`config.mk`:
```
export PLATFORM = sky130hd
export DESIGN_NAME = image_filter_ctrl
export DESIGN_NICKNAME = d
export VERILOG_FILES = /design/src/rtl/image_filter_pkg.sv /design/src/rtl/image_pos_counter.sv /design/src/rtl/image_filter_ctrl.sv
export SDC_FILE = /design/constraint.sdc
export NUM_CORES = 1
export LEC_CHECK = 0
export ABC_CLOCK_PERIOD_IN_PS = 9950
export CORE_AREA = 3 3 158 160
export DETAILED_ROUTE_END_ITERATION = 12
export DIE_AREA = 0 0 161 163
export PLACE_DENSITY = 0.78
export REMOVE_ABC_BUFFERS = 1
export SLEW_MARGIN = 20
export SYNTH_ARGS = -nofsm -noshare
export SYNTH_HDL_FRONTEND = slang
export SYNTH_SLANG_ARGS = --single-unit
```
`constraint.sdc`:
```
create_clock -name clk -period 9.95 [get_ports clk]
set_clock_uncertainty 0.05 [all_clocks]
set_input_delay 1.99 -clock clk [delete_from_list [all_inputs] [get_ports clk]]
set_output_delay 1.99 -clock clk [all_outputs]
set_load 0.03 [all_outputs]
```
`src/rtl/image_filter_pkg.sv`:
```
// Shared types and constants for the median-filter frame sequencer.
package image_filter_pkg;

   localparam int W_BITS_DEF = 11;
   localparam int H_BITS_DEF = 10;
   localparam int MIN_SIZE   = 3;

   typedef enum logic [2:0] {
      ST_IDLE  = 3'd0,
      ST_FEED  = 3'd1,
      ST_FLUSH = 3'd2,
      ST_DRAIN = 3'd3,
      ST_DONE  = 3'd4
   } state_t;

endpackage

```
`src/rtl/image_pos_counter.sv`:
```
// Raster x/y position counter: advances on en, x wraps at width-1,
// and both coordinates return to zero after the last pixel of the frame.
module image_pos_counter #(
   parameter int W_BITS = 11,
   parameter int H_BITS = 10
) (
   input  logic              clk,
   input  logic              reset,
   input  logic              en,
   input  logic              clr,
   input  logic [W_BITS-1:0] width,
   input  logic [H_BITS-1:0] height,
   output logic [W_BITS-1:0] x,
   output logic [H_BITS-1:0] y,
   output logic              last_x,
   output logic              last_frame
);

   localparam logic [W_BITS-1:0] X_ONE = W_BITS'(1);
   localparam logic [H_BITS-1:0] Y_ONE = H_BITS'(1);

   assign last_x     = (x == width - X_ONE);
   assign last_frame = last_x && (y == height - Y_ONE);

   always_ff @(posedge clk or posedge reset) begin
      if (reset) begin
         x <= '0;
         y <= '0;
      end else if (clr) begin
         x <= '0;
         y <= '0;
      end else if (en) begin
         if (last_x) begin
            x <= '0;
            y <= last_frame ? '0 : y + Y_ONE;
         end else begin
            x <= x + X_ONE;
         end
      end
   end

endmodule

```
`src/rtl/image_filter_ctrl.sv`:
```
// Frame sequencer for the 3x3 median filter: gates W*H source pixels into the
// filter, injects flush lines, counts and tags filter outputs, and supervises completion.
module image_filter_ctrl
   import image_filter_pkg::*;
#(
   parameter int          W_BITS      = W_BITS_DEF,
   parameter int          H_BITS      = H_BITS_DEF,
   parameter int          FLUSH_LINES = 1,
   parameter logic [23:0] FLUSH_VAL   = 24'h000000,
   parameter int          TIMEOUT     = 4096
) (
   input  logic                     clk,
   input  logic                     reset,
   input  logic [W_BITS-1:0]        img_width,
   input  logic [H_BITS-1:0]        img_height,
   input  logic                     start,
   output logic                     busy,
   output logic                     done,
   output logic                     cfg_err,
   output logic                     timeout_err,
   input  logic                     s_valid,
   input  logic [23:0]              s_data,
   output logic                     s_ready,
   output logic                     f_valid,
   output logic [23:0]              f_data,
   input  logic                     m_valid,
   output logic                     o_keep,
   output logic                     o_sof,
   output logic                     o_eol,
   output logic                     o_eof,
   output logic [W_BITS+H_BITS+3:0] debug
);

   localparam int P_BITS   = W_BITS + H_BITS;
   localparam int FL_BITS  = W_BITS + $clog2(FLUSH_LINES + 1);
   localparam int TMO_BITS = $clog2(TIMEOUT + 1);

   state_t               state;
   logic [W_BITS-1:0]    width_q;
   logic [H_BITS-1:0]    height_q;
   logic [P_BITS-1:0]    out_cnt;
   logic [FL_BITS-1:0]   flush_cnt;
   logic [TMO_BITS-1:0]  tmo_cnt;

   logic [P_BITS-1:0]    total;
   logic [FL_BITS-1:0]   flush_total;
   logic [P_BITS-1:0]    cnt_next;
   logic                 active;
   logic                 accept;
   logic                 size_ok;
   logic                 start_ok;

   logic [W_BITS-1:0]    in_x;
   logic [H_BITS-1:0]    in_y;
   logic                 in_last_x;
   logic                 in_last_frame;
   logic [W_BITS-1:0]    out_x;
   logic [H_BITS-1:0]    out_y;
   logic                 out_last_x;
   logic                 out_last_frame;

   assign total       = P_BITS'(width_q) * P_BITS'(height_q);
   assign flush_total = FL_BITS'(width_q) * FL_BITS'(FLUSH_LINES);
   assign active      = (state == ST_FEED) || (state == ST_FLUSH) || (state == ST_DRAIN);
   assign size_ok     = (img_width >= W_BITS'(MIN_SIZE)) && (img_height >= H_BITS'(MIN_SIZE));
   assign start_ok    = (state == ST_IDLE) && start && size_ok;

   // Source handshake: a pixel transfers on every cycle where s_valid and s_ready
   // are both high; s_ready is high for all of FEED and never depends on s_valid.
   assign s_ready = (state == ST_FEED);
   assign accept  = s_valid && s_ready;

   // Outputs beyond W*H (or outside a frame) belong to nobody and carry no tags.
   assign o_keep   = m_valid && active && (out_cnt < total);
   assign o_sof    = o_keep && (out_x == '0) && (out_y == '0);
   assign o_eol    = o_keep && out_last_x;
   assign o_eof    = o_keep && out_last_frame;
   assign cnt_next = out_cnt + P_BITS'(o_keep);

   assign debug = {state, in_last_x, in_y, in_x};

   image_pos_counter #(.W_BITS(W_BITS), .H_BITS(H_BITS)) u_in_pos (
      .clk        (clk),
      .reset      (reset),
      .en         (accept),
      .clr        (start_ok),
      .width      (width_q),
      .height     (height_q),
      .x          (in_x),
      .y          (in_y),
      .last_x     (in_last_x),
      .last_frame (in_last_frame)
   );

   image_pos_counter #(.W_BITS(W_BITS), .H_BITS(H_BITS)) u_out_pos (
      .clk        (clk),
      .reset      (reset),
      .en         (o_keep),
      .clr        (start_ok),
      .width      (width_q),
      .height     (height_q),
      .x          (out_x),
      .y          (out_y),
      .last_x     (out_last_x),
      .last_frame (out_last_frame)
   );

   always_ff @(posedge clk or posedge reset) begin
      if (reset) begin
         state       <= ST_IDLE;
         width_q     <= '0;
         height_q    <= '0;
         out_cnt     <= '0;
         flush_cnt   <= '0;
         tmo_cnt     <= '0;
         busy        <= 1'b0;
         done        <= 1'b0;
         cfg_err     <= 1'b0;
         timeout_err <= 1'b0;
         f_valid     <= 1'b0;
         f_data      <= '0;
      end else begin
         done    <= 1'b0;
         cfg_err <= 1'b0;
         f_valid <= 1'b0;
         if (o_keep)
            out_cnt <= cnt_next;

         case (state)
            ST_IDLE: begin
               if (start) begin
                  if (size_ok) begin
                     width_q     <= img_width;
                     height_q    <= img_height;
                     out_cnt     <= '0;
                     flush_cnt   <= '0;
                     tmo_cnt     <= '0;
                     timeout_err <= 1'b0;
                     busy        <= 1'b1;
                     state       <= ST_FEED;
                  end else begin
                     cfg_err <= 1'b1;
                  end
               end
            end
            ST_FEED: begin
               if (accept) begin
                  f_valid <= 1'b1;
                  f_data  <= s_data;
                  if (in_last_frame)
                     state <= ST_FLUSH;
               end
            end
            ST_FLUSH: begin
               f_valid   <= 1'b1;
               f_data    <= FLUSH_VAL;
               flush_cnt <= flush_cnt + FL_BITS'(1);
               if (flush_cnt == flush_total - FL_BITS'(1)) begin
                  tmo_cnt <= '0;
                  state   <= ST_DRAIN;
               end
            end
            ST_DRAIN: begin
               // The final kept output wins over a same-cycle timeout expiry.
               if (cnt_next == total) begin
                  done  <= 1'b1;
                  state <= ST_DONE;
               end else if (m_valid) begin
                  tmo_cnt <= '0;
               end else if (tmo_cnt == TMO_BITS'(TIMEOUT - 1)) begin
                  timeout_err <= 1'b1;
                  done        <= 1'b1;
                  state       <= ST_DONE;
               end else begin
                  tmo_cnt <= tmo_cnt + TMO_BITS'(1);
               end
            end
            ST_DONE: begin
               busy  <= 1'b0;
               state <= ST_IDLE;
            end
            default: state <= ST_IDLE;
         endcase
      end
   end

endmodule

```
Yosys cells after proc, flatten, opt, wreduce, memory -nomap -nowiden --
Cells that the tools add are included.
Word-level totals: output and inout port bits 59, input port bits 50, flip-flop bits (word level) 141
Operators by class: muxes and demuxes 57, add/subtract/negate cells 10, multiply operators 1, $lt $le $gt $ge 3, equality and inequality tests 22, reduce and logical (&&, ||, !) cells 35
Operators with widths (number):
- $mux 21 | 4
- $mux 10 | 8
- $mux 13 | 6
- $mux 11 | 6
- $pmux 24 s2 | 1
- $pmux 13 s3 | 1
- $mux 12 | 2
- $mux 24 | 1
- $mux 3 | 8
- $pmux 12 s2 | 1
- $add 11x1->11 const B | 2
- $eq 11x11->1 | 2
- $add 21x1->21 | 1
- $eq 21x21->1 | 1
- $lt 21x21->1 | 1
- $mul 11x10->21 | 1
- $add 10x1->10 const B | 2
- $eq 10x10->1 | 2
- $reduce_bool 2->1 | 8
- $mux 1 | 15
- $add 13x1->13 const B | 1
- $eq 13x12->1 const B | 1
- $add 12x1->12 const B | 1
- $eq 12x12->1 | 1
- other kinds (25) | 51

Logic depth before layout (Yosys ltp) --
Gate-level depths: netlist (run 1).
depth after elaboration 10, depth in mapped cells 43, depth with buffers taken out 39

Cells and area by module --
Synthesis (run 1) repeated with hierarchy kept, for this count alone.
Unflattened totals: cell total of the unflattened synthesis 1605, area total of the unflattened synthesis 13768.2 µm²
By module, submodules not included:
- image_filter_ctrl | seq. area each 2477.4 µm², times used 1, cells each 1154, area an instance 10008.3 µm²
- image_pos_counter at u_out_pos | seq. area each 525.5 µm², times used 1, cells each 234, area an instance 1949.4 µm²
- image_pos_counter at u_in_pos | seq. area each 525.5 µm², times used 1, cells each 217, area an instance 1810.5 µm²

Least setup slack after synthesis (run 1) --
Ideal clock, no wire load.
path type register to register, from register height_q[3], to register tmo_cnt[5], cell stages (with the launch flop) 43, clock period less this slack 9.632 ns, path buffers 3, setup time 0.120 ns, data arrival time 9.462 ns, required time 9.780 ns, setup slack 0.318 ns, cells stage by stage dfrtp_1 -> clkbuf_1 -> clkbuf_1 -> nand2_1 -> fa_1 -> inv_1 -> fa_1 -> inv_1 -> fa_1 -> inv_1 -> fa_1 -> inv_1 -> fa_1 -> inv_1 -> ha_1 -> a21oi_1 -> o21ai_0 -> o21bai_1 -> [... 7 more ...] -> o2111a_1 -> nand2_1 -> o21ai_0 -> or2_2 -> clkbuf_1 -> clkinv_1 -> ha_1 -> nand4_2 -> nor2_2 -> and3_2 -> nand3_1 -> xnor2_1 -> xnor2_1 -> nor4b_1 -> nand4_1 -> a2111o_1 -> and4b_1 -> a31o_1
On the way: word-level cells in the longest chain between the ends 7
RTL lines:
- start, declared | line image_filter_ctrl.sv:40 | logic [H_BITS-1:0] height_q;
- start signal, assigned | line image_filter_ctrl.sv:134 | height_q <= img_height;
- $mul 11x10->21 | line image_filter_ctrl.sv:62 | assign total = P_BITS'(width_q) * P_BITS'(height_q);
- $lt 21x21->1 | line image_filter_ctrl.sv:74 | assign o_keep = m_valid && active && (out_cnt < total);
- $logic_and 1x1->1 | line image_filter_ctrl.sv:74
- named net o_keep | line image_filter_ctrl.sv:27 | output logic o_keep,
- $add 21x1->21 | line image_filter_ctrl.sv:78 | assign cnt_next = out_cnt + P_BITS'(o_keep);
- $eq 21x21->1 | line image_filter_ctrl.sv:165 | if (cnt_next == total) begin
- $ne 2x2->1 (no line)
- $reduce_and 6->1 (no line)
- end signal, assigned | line image_filter_ctrl.sv:175 | tmo_cnt <= tmo_cnt + TMO_BITS'(1);
- end, declared | line image_filter_ctrl.sv:43 | logic [TMO_BITS-1:0] tmo_cnt;
The timed path passes the listed nets, and every way through them passes these cells. A chain may end at the register's enable or synchronous reset.

Worst setup path after layout (run 1) --
from register width_q[6], to output o_sof
On the way: word-level cells in the longest chain between the ends 5
RTL lines:
- start, declared | line image_filter_ctrl.sv:39 | logic [W_BITS-1:0] width_q;
- start signal, assigned | line image_filter_ctrl.sv:133 | width_q <= img_width;
- $mul 11x10->21 | line image_filter_ctrl.sv:62
- $lt 21x21->1 | line image_filter_ctrl.sv:74
- $logic_and 1x1->1 | line image_filter_ctrl.sv:74
- $logic_and 1x1->1 (2 in series) | line image_filter_ctrl.sv:75 | assign o_sof = o_keep && (out_x == '0) && (out_y == '0);
- end, declared | line image_filter_ctrl.sv:28 | output logic o_sof,
Every way passes these cells.

==> impl_metrics.py, run 1 <==
metrics = {
    "yosys": {
        "syn_area_um2": 12800,
        "synth_edf_count": 0,
        "dominantRegCellSynth": "dfrtp_1",
        "synth-seq-cells": 141,
        "syn-mean-instance-area_um2": 8.74,
        "ys_types": 79,
        "yosysWarnings": 0,
        "async_flop_share": 1.00,
        "synthCells": 1461,
        "seq_area_frac_synth": 0.276,
    },
    "placed_design": {
        "pre_cts_ws_ns": 0.0428,
        "gp_congestion": 0.948,
        "portBuffers": 108,
        "dp_hpwl_um": 25200,
        "place_inst": 1848,
    },
    "grt": {
        "grt_overflow": 0,
        "grt_pass1_vias": 11102,
        "grt_pass1_wl_um": 55700,
        "grt_max_degree": 84,
        "antenna_found_initial": 0,
        "track_usage": 0.262,
    },
    "clock_network": {
        "htree_levels": 4,
        "cts.sinks": 141,
        "cts_made_buffers": 17,
        "cts_root_buf": "clkbuf_16",
        "clockBufferDepth": 2,
        "path_clk_slew_ns": 0.07,
        "cts_tree": "built",
        "clk_latency_ns": 0.43,
    },
    "die": {
        "core_um2": 23500,
        "dieArea_um2": 26200,
        "fp.dieH_um": 163,
        "rows": 56,
        "io_pins": 109,
        "start_util": 0.542,
        "chipWidth_um": 161,
    },
    "route": {
        "routed_wl_um": 34500,
        "vias": 11075,
        "drcViolationCount": 0,
        "dr.pass1.iters": 5,
        "antenna_left": 0,
        "drtIter0Drc": 965,
        "avgRoutedWirePerCell_um": 18.3,
        "vias_per_cell": 5.86,
    },
    "critical_path": {
        "crit_type": "flop to primary output",
        "slowest_stage": "fa_1",
        "cp.required_ns": 7.91,
        "rr_endpoint": "tmo_cnt[3]",
        "startpoint": "width_q[6]",
        "endpoint_kind": "primary output",
        "crit_path_max_incr_delay_ns": 0.55,
        "regToRegSetupSlack_ns": 0.53,
        "cp-start-kind": "flop",
        "path_buf_inv": 6,
        "r2r-start": "width_q[6]",
        "worstPathArrival_ns": 7.51,
        "crit_family": "adder cells",
        "r2r_cells": 41,
        "critPathMaxFanout": 31,
    },
    "timing": {
        "fin_hold_ws_ns": 0.447,
        "hold_viol_final": 0,
        "layout_setup_ws_ns": 0.402,
        "tightestPinTransition_ns": 1.05,
        "max_freq_mhz": 105,
        "setup-tns-final_ns": 0,
        "period_share": 0.960,
        "setup_viol": 0,
        "slew_viol_final": 0,
        "min_period_ns": 9.55,
        "relSlewSlack": 0.297,
    },
    "worst_hold_path": {
        "hold_depth": 2,
        "hp-class": "flop to flop",
        "holdPathEnd": "f_data[20]",
        "hold_start": "f_data[20]",
    },
    "flow_run": {
        "drv_cap": 0,
    },
    "cells_and_area": {
        "area_growth_pct": 17.3,
        "nFillCells": 1957,
        "drive_gt1_frac": 0.0865,
        "fin_cells": 1891,
        "layout.nets": 1768,
        "diodes": 0,
        "layout_commonest_cell": "nand2_1",
        "final_cell_mix": "nand2_1 (178), dfrtp_1 (137), nor2_1 (108)",
    },
    "run_status": {
        "outcome": "completed",
    },
}
[cell families (layout without fill, tap and decap cells)]
family / count (synthesis) / after routing / synth area share
flops: 141 / 141 / 0.276
compound gates: 210 / 211 / 0.106
simple gates: 590 / 590 / 0.232
buf+inv: 185 / 295 / 0.0565
mux: 21 / 21 / 0.0180
xor+xnor: 155 / 155 / 0.114
fa+ha+maj: 159 / 159 / 0.197
[how the worst max path moves through the flow]
stage	cells past startpoint	to	slack (ns)
floorplan	39	tmo_cnt[5]	0.13
global placement	38	tmo_cnt[5]	0.1
detailed placement	38	tmo_cnt[5]	0.04
CTS	28	o_sof	0.1
global route	40	tmo_cnt[10]	-0.03
finish	28	o_sof	0.40
[worst reg2reg max path: cells and delay by family (launching register included)]
| family | cells | cell delay (ns) |
|---|---|---|
| AO/OA/AOI/OAI | 10 | 1.84 |
| XOR/XNOR | 3 | 0.75 |
| adder cells (fa/ha/maj) | 8 | 3.55 |
| buffers and inverters | 8 | 0.91 |
| flip-flops | 1 | 0.45 |
| AND/OR/NAND/NOR | 12 | 1.76 |
[per-stage QoR]
step / cell area, um2 / utilization
final: 15000 / 0.636
after detailed placement: 14200 / 0.604
after global routing: 15000 / 0.636
after CTS: 14800 / 0.629
after floorplan: 12500 / -
after global placement: 14200 / 0.604
[registers in the layout, summed over array words and instances, names as in the netlist, 3 cells and up]
signal       flops
f_data          24
out_cnt         21
tmo_cnt         13
flush_cnt       12
u_in_pos.x      11
u_out_pos.x     11
width_q         11
height_q        10
u_in_pos.y      10
u_out_pos.y     10
state            3
[Yosys cell counts, types with 27 or more instances]
master,count,share of area
nand2_1,178,0.052
dfrtp_1,141,0.28
inv_1,108,0.032
nor2_1,108,0.032
ha_1,89,0.087
xnor2_1,84,0.058
fa_1,70,0.11
nand3_1,68,0.027
o21ai_0,68,0.027
and2_1,65,0.032
xor2_1,63,0.043
clkbuf_1,61,0.018
a21oi_1,50,0.020
nand4_1,27,0.013
[per-layer routing]
layer	share of wire	global-route usage
met1	0.43	0.359
met2	0.47	0.421
met3	0.076	0.0529
met4	0.027	0.0856
met5	0	0
[area by class of cell]
| class | instances | area [um2] | area share |
|---|---|---|---|
| clock buffer | 20 | 467 | 0.0312 |
| tap | 319 | 399 | 0.0267 |
| inverter | 109 | 414 | 0.0277 |
| sequential | 141 | 3530 | 0.236 |
| multi-input combinational | 1136 | 8620 | 0.576 |
| timing repair buffer | 154 | 1430 | 0.0958 |
| clock inverter | 12 | 101 | 0.00677 |
[repair_timing]
item / 4_1_cts / 5_1_grt
hold buffers: 0 / 0
buffers inserted: 0 / 10
endpoints found under the setup margin: 4 / 20
pin swaps: 0 / 5
cloned: 0 / 1
endpoints found under the hold margin: 0 / 0
resized for setup: 5 / 23
Power of run 1 is left out: the tool's default activity adds up to more than one toggle a clock period on the data nets, which glitch-free logic cannot reach.
==> run 2: changes to the inputs <==
CORE_AREA = 3 3 150 182   (was 3 3 158 160)
DIE_AREA = 0 0 153 185   (was 0 0 161 163)
PLACE_DENSITY = 0.72   (was 0.78)
==> run 2 against run 1 <==
Critical path depth increased by 2. Critical endpoint is now o_eof. Non-clock buffer count is 3 higher. Via count is 0.79% lower. Final area is 0.39% higher. First-iteration DRC count shrank 1.0%. Utilization down 4.8 points. Cell count rose by 0.74%. Maximum frequency is essentially flat. Sequential share of layout area shrank 0.11 points. Register-to-register slack worse by 0.02 ns. Wire length rose by 0.24%.
==> impl_metrics.py, run 2 (synthesis results as in run 1) <==
metrics = {
    "critical_path": {
        "critPathMaxFanout": 7,
        "cp-start-kind": "flop",
        "regToRegSetupSlack_ns": 0.51,
        "crit_type": "flop to primary output",
        "cp.required_ns": 7.91,
        "endpoint_kind": "primary output",
        "slowest_stage": "fa_1",
        "crit_path_max_incr_delay_ns": 0.54,
        "worstPathArrival_ns": 7.52,
    },
    "timing": {
        "period_share": 0.960,
        "tightestPinTransition_ns": 1.10,
        "slew_viol_final": 0,
        "min_period_ns": 9.56,
        "max_freq_mhz": 105,
        "layout_setup_ws_ns": 0.395,
        "setup_viol": 0,
        "hold_viol_final": 0,
        "fin_hold_ws_ns": 0.446,
        "rsz0062_at_grt": "yes",
        "relSlewSlack": 0.265,
    },
    "route": {
        "routed_wl_um": 34600,
        "dr.pass1.iters": 5,
        "avgRoutedWirePerCell_um": 18.2,
        "vias_per_cell": 5.77,
        "drcViolationCount": 0,
        "antenna_left": 0,
        "vias": 10988,
        "drtIter0Drc": 955,
    },
    "cells_and_area": {
        "diodes": 0,
        "final_cell_mix": "nand2_1 (176), dfrtp_1 (139), nor2_1 (108)",
        "multiInputGateArea_um2": 8660,
        "regMostFlops": "f_data",
        "reg_top3": "f_data (24), out_cnt (21), tmo_cnt (13)",
        "nFillCells": 2264,
        "fin_util": 0.588,
        "layout_commonest_cell": "nand2_1",
        "drive_gt1_frac": 0.0902,
        "area_growth_pct": 17.8,
        "largest_reg_flops": 24,
        "regArea_um2": 3530,
        "layout.nets": 1771,
    },
    "grt": {
        "grt_overflow": 0,
        "antenna_found_initial": 0,
        "grt_pass1_wl_um": 56800,
        "track_usage": 0.245,
        "grt_max_degree": 80,
        "grt_pass1_vias": 10959,
    },
    "clock_network": {
        "path_clk_slew_ns": 0.06,
        "htree_levels": 4,
        "clk_latency_ns": 0.43,
        "cts.sinks": 141,
        "cts_made_buffers": 17,
        "clockBufferDepth": 2,
        "cts_tree": "built",
        "cts_root_buf": "clkbuf_16",
    },
    "die": {
        "fp.dieH_um": 185,
        "core_um2": 25500,
        "io_pins": 109,
        "dieArea_um2": 28300,
        "chipWidth_um": 153,
        "rows": 64,
        "start_util": 0.500,
    },
    "worst_hold_path": {
        "hp-class": "flop to flop",
    },
    "run_status": {
        "outcome": "completed",
    },
    "placed_design": {
        "dp_hpwl_um": 25900,
        "pre_cts_ws_ns": 0.0377,
        "portBuffers": 108,
        "gp_congestion": 0.925,
    },
    "flow_run": {
        "drv_cap": 0,
    },
}
## run 2: cell count changes in the layout (fill, tap and decap cells not counted), moves of 2 or more
cell	delta
ha_1	-2
nand2_1	-2
ha_4	+2
buf_4	+6
dfrtp_2	-2
dlygate4sd2_1	+2
buf_6	-4
dfrtp_1	+2
clkinvlp_4	+4
nand2_2	+2
inv_8	-2
## run 2: path summary, 6_finish.rpt
| path | start | endpoint | cells past startpoint |
|---|---|---|---|
| worst max register to register | width_q[2] | tmo_cnt[5] | 39 |
| worst min register to register | f_data[14] | f_data[14] | 2 |
| worst max-delay path | width_q[2] | o_eof | 30 |
| min in group asynchronous | reset | tmo_cnt[11] | 2 |
| worst min-delay path | f_data[14] | f_data[14] | 2 |
| max in group asynchronous | reset | width_q[8] | 4 |
## run 2: cell type report
class                   count  area share
multi-input cells        1136       0.576
flip-flops and latches    141       0.235
well taps                 330      0.0275
clock inverters            12     0.00591
repair buffers            157      0.0972
inverters                 109      0.0278
clock buffers              20      0.0304
## run 2: per-layer routing
layer	up-vias	wire (um)	track usage
li1	5153	-	-
met1	5412	14500	0.313
met2	343	17100	0.425
met3	80	1780	0.0374
met4	0	1190	0.0891
met5	-	0	0
## run 2: repair_timing
| action | CTS | global route |
|---|---|---|
| gates cloned | 0 | 1 |
| setup endpoints to repair | 2 | 20 |
| hold buffers | 0 | 0 |
| buffers inserted | 0 | 10 |
| gates resized for setup | 5 | 25 |
| pin swaps | 0 | 10 |
## run 2: per-stage QoR
stage,cells,setup TNS [ns],instance area [um2]
final,1905,0,15000
after global placement,1861,0,14200
after global routing,1905,-0.755,15000
after detailed placement,1861,0,14200
after CTS,1893,0,14800
after floorplan,1385,0,12500
## run 2: critical path: cells and delay by family (launching register included)
kind                     cells  cell delay, ns
AO/OA/AOI/OAI                8            1.74
AND/OR/NAND/NOR              6            0.85
buffers and inverters        8            0.95
adder cells (fa/ha/maj)      7            3.00
XOR/XNOR                     1            0.13
flip-flops                   1            0.41
Power of run 2 is left out for the same reason.
==> run 3: changes to the inputs <==
CAP_MARGIN = 10   (was unset)
==> results of run 3 <==
Same layout as run 2: the final DEF is identical, and so are final timing and power.
Power of run 3 is left out for the same reason.
